[config.mk]
export PLATFORM = sky130hd
export DESIGN_NAME = if_pc_redirect_flat
export DESIGN_NICKNAME = d
export VERILOG_FILES = /design/src/rtl/if_pc_redirect_if.sv /design/src/rtl/if_pc_redirect.sv /design/src/flat_wrapper.sv
export SDC_FILE = /design/constraint.sdc
export NUM_CORES = 1
export LEC_CHECK = 0
export ABC_AREA = 1
export BUFFER_PORTS_ARGS = -buffer_cell sky130_fd_sc_hd__buf_4
export CORE_ASPECT_RATIO = 1.1
export CORE_MARGIN = 1.5
export CORE_UTILIZATION = 48
export DETAILED_ROUTE_END_ITERATION = 6
export PLACE_DENSITY = 0.81
export SLEW_MARGIN = 25
export SYNTH_ARGS = -nofsm -noshare
export SYNTH_HDL_FRONTEND = slang
export SYNTH_SLANG_ARGS = --single-unit
[constraint.sdc]
create_clock -name i_clk -period 2.4 [get_ports i_clk]
set_clock_uncertainty 0.1 [all_clocks]
set_input_delay 0.12 -clock i_clk [delete_from_list [all_inputs] [get_ports i_clk]]
set_output_delay 0.12 -clock i_clk [all_outputs]
set_load 0.005 [all_outputs]
[src/rtl/if_pc_redirect_if.sv]
// rtl/if_pc_redirect_if.sv - instruction fetch request bus between the next-PC unit and imem
interface if_pc_redirect_if;
    logic        req_valid;
    logic        req_ready;
    logic [31:0] pc;
    logic        req_stale;

    modport master (output req_valid, output pc, output req_stale, input req_ready);
    modport slave  (input req_valid, input pc, input req_stale, output req_ready);
endinterface

[src/rtl/if_pc_redirect.sv]
// rtl/if_pc_redirect.sv - IF-stage next-PC unit with EX redirect buffering and flush generation
module if_pc_redirect #(
    parameter logic [31:0] RESET_PC = 32'h0000_0000,
    parameter logic [31:0] TRAP_VEC = 32'h0000_0100
) (
    input  logic                i_clk,
    input  logic                i_rst,
    input  logic                i_pc_stall,
    input  logic                i_ex_redirect_valid,
    input  logic [63:0]         i_ex_redirect_target,
    if_pc_redirect_if.master    fetch,
    output logic                o_flush_if_id,
    output logic                o_flush_id_ex,
    output logic                o_misalign_trap,
    output logic                o_redirect_pending
);

    typedef enum logic {
        ST_RUN  = 1'b0,
        ST_HOLD = 1'b1
    } state_t;

    state_t      r_state;
    logic        r_valid;
    logic [31:0] r_pc;
    logic [31:0] r_pend;
    logic        r_trap;

    logic        w_misalign;
    logic [31:0] w_target;
    logic        w_accept;
    logic        w_unused_hi;

    // The EX adder is 64 bits wide but fetch addresses are 32 bits; the top half is dropped.
    assign w_unused_hi = ^i_ex_redirect_target[63:32];
    assign w_misalign  = |i_ex_redirect_target[1:0];
    assign w_target    = w_misalign ? TRAP_VEC : i_ex_redirect_target[31:0];
    assign w_accept    = r_valid & fetch.req_ready;

    // Next-PC state: a redirect that cannot be applied because the current request is
    // stuck on the bus is parked in r_pend until that request is finally accepted.
    always_ff @(posedge i_clk) begin
        if (i_rst) begin
            r_state <= ST_RUN;
            r_valid <= 1'b0;
            r_pc    <= RESET_PC;
            r_pend  <= 32'h0;
            r_trap  <= 1'b0;
        end else begin
            r_trap  <= i_ex_redirect_valid & w_misalign;
            // A presented, unaccepted request is never withdrawn; stall only blocks a new one.
            r_valid <= (r_valid & ~fetch.req_ready) | ~i_pc_stall;
            case (r_state)
                ST_RUN: begin
                    if (i_ex_redirect_valid) begin
                        if (!r_valid || w_accept) begin
                            r_pc <= w_target;
                        end else begin
                            r_pend  <= w_target;
                            r_state <= ST_HOLD;
                        end
                    end else if (w_accept) begin
                        r_pc <= r_pc + 32'd4;
                    end
                end
                ST_HOLD: begin
                    if (i_ex_redirect_valid) begin
                        r_pend <= w_target;
                    end
                    if (w_accept) begin
                        r_pc    <= i_ex_redirect_valid ? w_target : r_pend;
                        r_state <= ST_RUN;
                    end
                end
                default: r_state <= ST_RUN;
            endcase
        end
    end

    assign fetch.req_valid  = r_valid;
    assign fetch.pc         = r_pc;
    assign fetch.req_stale  = (r_state == ST_HOLD) & r_valid;

    assign o_flush_if_id      = i_ex_redirect_valid;
    assign o_flush_id_ex      = i_ex_redirect_valid;
    assign o_misalign_trap    = r_trap;
    assign o_redirect_pending = (r_state == ST_HOLD);

endmodule
[src/flat_wrapper.sv]
// flat-port wrapper written by rule: the top's interface ports become plain ports
module if_pc_redirect_flat 
#(
    parameter logic [31:0] RESET_PC = 32'h0000_0000,
    parameter logic [31:0] TRAP_VEC = 32'h0000_0100
)
  (i_clk, i_rst, i_pc_stall, i_ex_redirect_valid, i_ex_redirect_target, o_flush_if_id, o_flush_id_ex, o_misalign_trap, o_redirect_pending, fetch_req_valid, fetch_pc, fetch_req_stale, fetch_req_ready);
  if_pc_redirect_if fetch_i ();
  input  logic i_clk;
  input  logic i_rst;
  input  logic i_pc_stall;
  input  logic i_ex_redirect_valid;
  input  logic [63:0] i_ex_redirect_target;
  output logic o_flush_if_id;
  output logic o_flush_id_ex;
  output logic o_misalign_trap;
  output logic o_redirect_pending;
  output wire logic [$bits(fetch_i.req_valid)-1:0] fetch_req_valid;
  output wire logic [$bits(fetch_i.pc)-1:0] fetch_pc;
  output wire logic [$bits(fetch_i.req_stale)-1:0] fetch_req_stale;
  input wire logic [$bits(fetch_i.req_ready)-1:0] fetch_req_ready;
  assign fetch_req_valid = fetch_i.req_valid;
  assign fetch_pc = fetch_i.pc;
  assign fetch_req_stale = fetch_i.req_stale;
  assign fetch_i.req_ready = fetch_req_ready;
  if_pc_redirect #(.RESET_PC(RESET_PC), .TRAP_VEC(TRAP_VEC)) u_core (.i_clk(i_clk), .i_rst(i_rst), .i_pc_stall(i_pc_stall), .i_ex_redirect_valid(i_ex_redirect_valid), .i_ex_redirect_target(i_ex_redirect_target), .fetch(fetch_i), .o_flush_if_id(o_flush_if_id), .o_flush_id_ex(o_flush_id_ex), .o_misalign_trap(o_misalign_trap), .o_redirect_pending(o_redirect_pending));
endmodule
==> flow_summary.json <==
{
  "hpwl_um": 7820,
  "outcome": "finished clean",
  "endpoint_kind": "flop",
  "fillerInstances": 818,
  "routabilityCongestion": 0.891,
  "drt_iter0_markers": 345,
  "path_class": "flop to flop",
  "tightestPinTransition_ns": 0.772,
  "timing.final.crit_share": 0.809,
  "ir_worst_vdd_mv": 0.320,
  "seqPwrFrac": 0.443,
  "dp_slack_ns": 0.538,
  "yosysSeqAreaShare": 0.311,
  "hold_viol_final": 0,
  "drt_wl_total_um": 11900,
  "swShare": 0.301,
  "routed_via_density": 5.41,
  "internal_power_mw": 2.06,
  "grt_pass1_vias": 4587,
  "synthArstFlopShare": 0,
  "clockRootBuffer": "clkbuf_8",
  "ant_nets": 0,
  "wire_per_inst_um": 13.3,
  "p_sw_uw": 887,
  "die_w_um": 93.4,
  "postLayoutSetupSlackWorst_ns": 0.458,
  "synthesis.instances": 700,
  "clockPowerShare": 0.357,
  "synth_ff_type": "dfxtp_1",
  "cp_max_fo": 6,
  "hold_path_class": "input port to flop",
  "clk_latency_ns": 0.36,
  "cts_buffer_depth": 2,
  "grt_pass1_wl_um": 20200,
  "port-buffer-count": 74,
  "antenna_cells": 0,
  "cts_tree": "yes",
  "power.density_nw_per_um2": 551,
  "antenna_found_initial": 0,
  "syn-num-nets": 770,
  "grt_max_degree": 76,
  "synth-edff-count": 0,
  "multi_input_area_um2": 2450,
  "num_vias": 4870,
  "fin_tns_setup_ns": 0,
  "dieArea_um2": 9560,
  "drv_slew": 0,
  "synth-seq-cells": 67,
  "cap_viol_max_count": 0,
  "rsz0062_at_grt": "false",
  "synthToLayoutAreaGrowth_pct": 24.1,
  "final_cell_mix": "nand2_1 (179), nand3_1 (86), buf_4 (82)",
  "setup_viol": 0,
  "ios": 107,
  "relSlewSlack": 0.485,
  "drive_gt1_frac": 0.156,
  "grtUsageTotal": 0.261,
  "clock_sinks": 67,
  "clkTransAtPathRegs_ns": 0.08,
  "grt_overflow": 0,
  "ys_warn_count": 0,
  "synth.distinct_cells": 30,
  "fmax_mhz": 515,
  "total_power_mw": 2.95,
  "required_ns": 2.59,
  "drc": 0,
  "min_period_ns": 1.94,
  "first_pass_iters": 5,
  "final_common_cell": "nand2_1",
  "nNetsFinal": 851,
  "core-area_um2": 8780,
  "synth_area_per_cell_um2": 6.16,
  "start_util": 0.491,
  "cp-start-kind": "flop",
  "numCtsBuffers": 9,
  "synth_area_um2": 4310,
  "rows": 36,
  "cp.arrival_ns": 2.13,
  "cts_max_level": 3,
  "seqCellArea_um2": 1340,
  "fp.dieH_um": 102,
  "leakage_nw": 2.19,
  "combinationalPowerShare": 0.200
}
[power groups by stage]
stage	combinational [mW]	clock [mW]	sequential (mW)
finish	0.589	1.05	1.31
floorplan	0.351	0	1.31
CTS	0.587	1.07	1.30
detailed placement	0.544	0	1.33
global route	0.666	1.11	1.32
global placement	0.528	0	1.32
[cells by family after synthesis]
kind of cell,after synthesis,share of synthesized area
and+or+nand+nor,350,0.349
DFF,67,0.311
AOI/OAI and AO/OA,172,0.214
adders and majority gates,1,0.00290
buffers and inverters,110,0.123
[final timing paths]
kind	depth (start not counted)	to	startpoint	slack, ns
hold reg to reg	2	u_core.r_pend[1]$_SDFFE_PP0P_	u_core.r_pend[1]$_SDFFE_PP0P_	0.35
setup reg to reg	11	u_core.fetch.pc[24]$_SDFFE_PP0P_	u_core.fetch.pc[2]$_SDFFE_PP0P_	0.46
hold / removal	5	u_core.r_pend[2]$_SDFFE_PP0P_	i_ex_redirect_target[2]	0.07
setup / recovery	11	u_core.fetch.pc[24]$_SDFFE_PP0P_	u_core.fetch.pc[2]$_SDFFE_PP0P_	0.46
[flip-flops by register name, indices dropped and copies added (netlist names)]
signal,count
u_core.o_misalign_trap,1
u_core.fetch.req_valid,1
u_core.o_redirect_pending,1
u_core.r_pend,32
u_core.fetch.pc,32
[synth_stat cells (3+ instances only)]
library cell,instances,area (µm²)
inv_2,3,11.3
buf_4,7,52.6
o21ai_0,75,375
nor2_2,7,43.8
o21ai_1,3,15.0
nor2_1,63,236
nand2_1,179,672
buf_2,17,85.1
nand3_1,86,430
nor2_4,4,45.0
nand2_2,4,25.0
inv_1,63,236
dfxtp_1,67,1340
a21oi_1,53,265
a31oi_1,34,213
buf_6,5,56.3
clkbuf_1,10,37.5
clkbuf_8,3,41.3
[per-layer routing]
| layer | GRT usage | share of wire |
|---|---|---|
| met1 | 0.321 | 0.43 |
| met2 | 0.449 | 0.49 |
| met3 | 0.0484 | 0.067 |
| met4 | 0.110 | 0.019 |
| met5 | 0 | 0 |
[timing repair]
item / 4_1_cts / 5_1_grt
setup buffers: 0 / 0
hold buffers: 31 / 0
endpoints found under the hold margin: 31 / 0
gates resized for setup: 0 / 0
[worst max-delay path, stage by stage, from the launching register on]
cell	delay [ns]
dfxtp_1	0.43
ha_1	0.24
nand2_2	0.08
inv_1	0.09
nand3_1	0.11
nor2_2	0.28
nand2_1	0.10
nand2_1	0.08
nand3_1	0.07
nand2_1	0.09
nand2_1	0.05
a21oi_1	0.14
[stage by stage]
step / std cells / instance area (µm²) / hold WS [ns] / util
global route: 900 / 5350 / 0.0840 / 0.609
finish: 900 / 5350 / 0.0688 / 0.609
global placement: 853 / 4820 / 0.202 / 0.549
detailed placement: 853 / 4820 / 0.202 / 0.549
CTS: 900 / 5350 / 0.0556 / 0.609
floorplan: 700 / 4310 / 0.0891 / -
[cell type report]
class / count / area share
Timing Repair Buffer: 114 / 0.177
Multi-Input combinational cell: 523 / 0.459
Inverter: 66 / 0.0463
Tap cell: 114 / 0.0267
Clock inverter: 6 / 0.0168
Sequential cell: 67 / 0.251
Clock buffer: 10 / 0.0239
(Power assumes the default switching activity.)
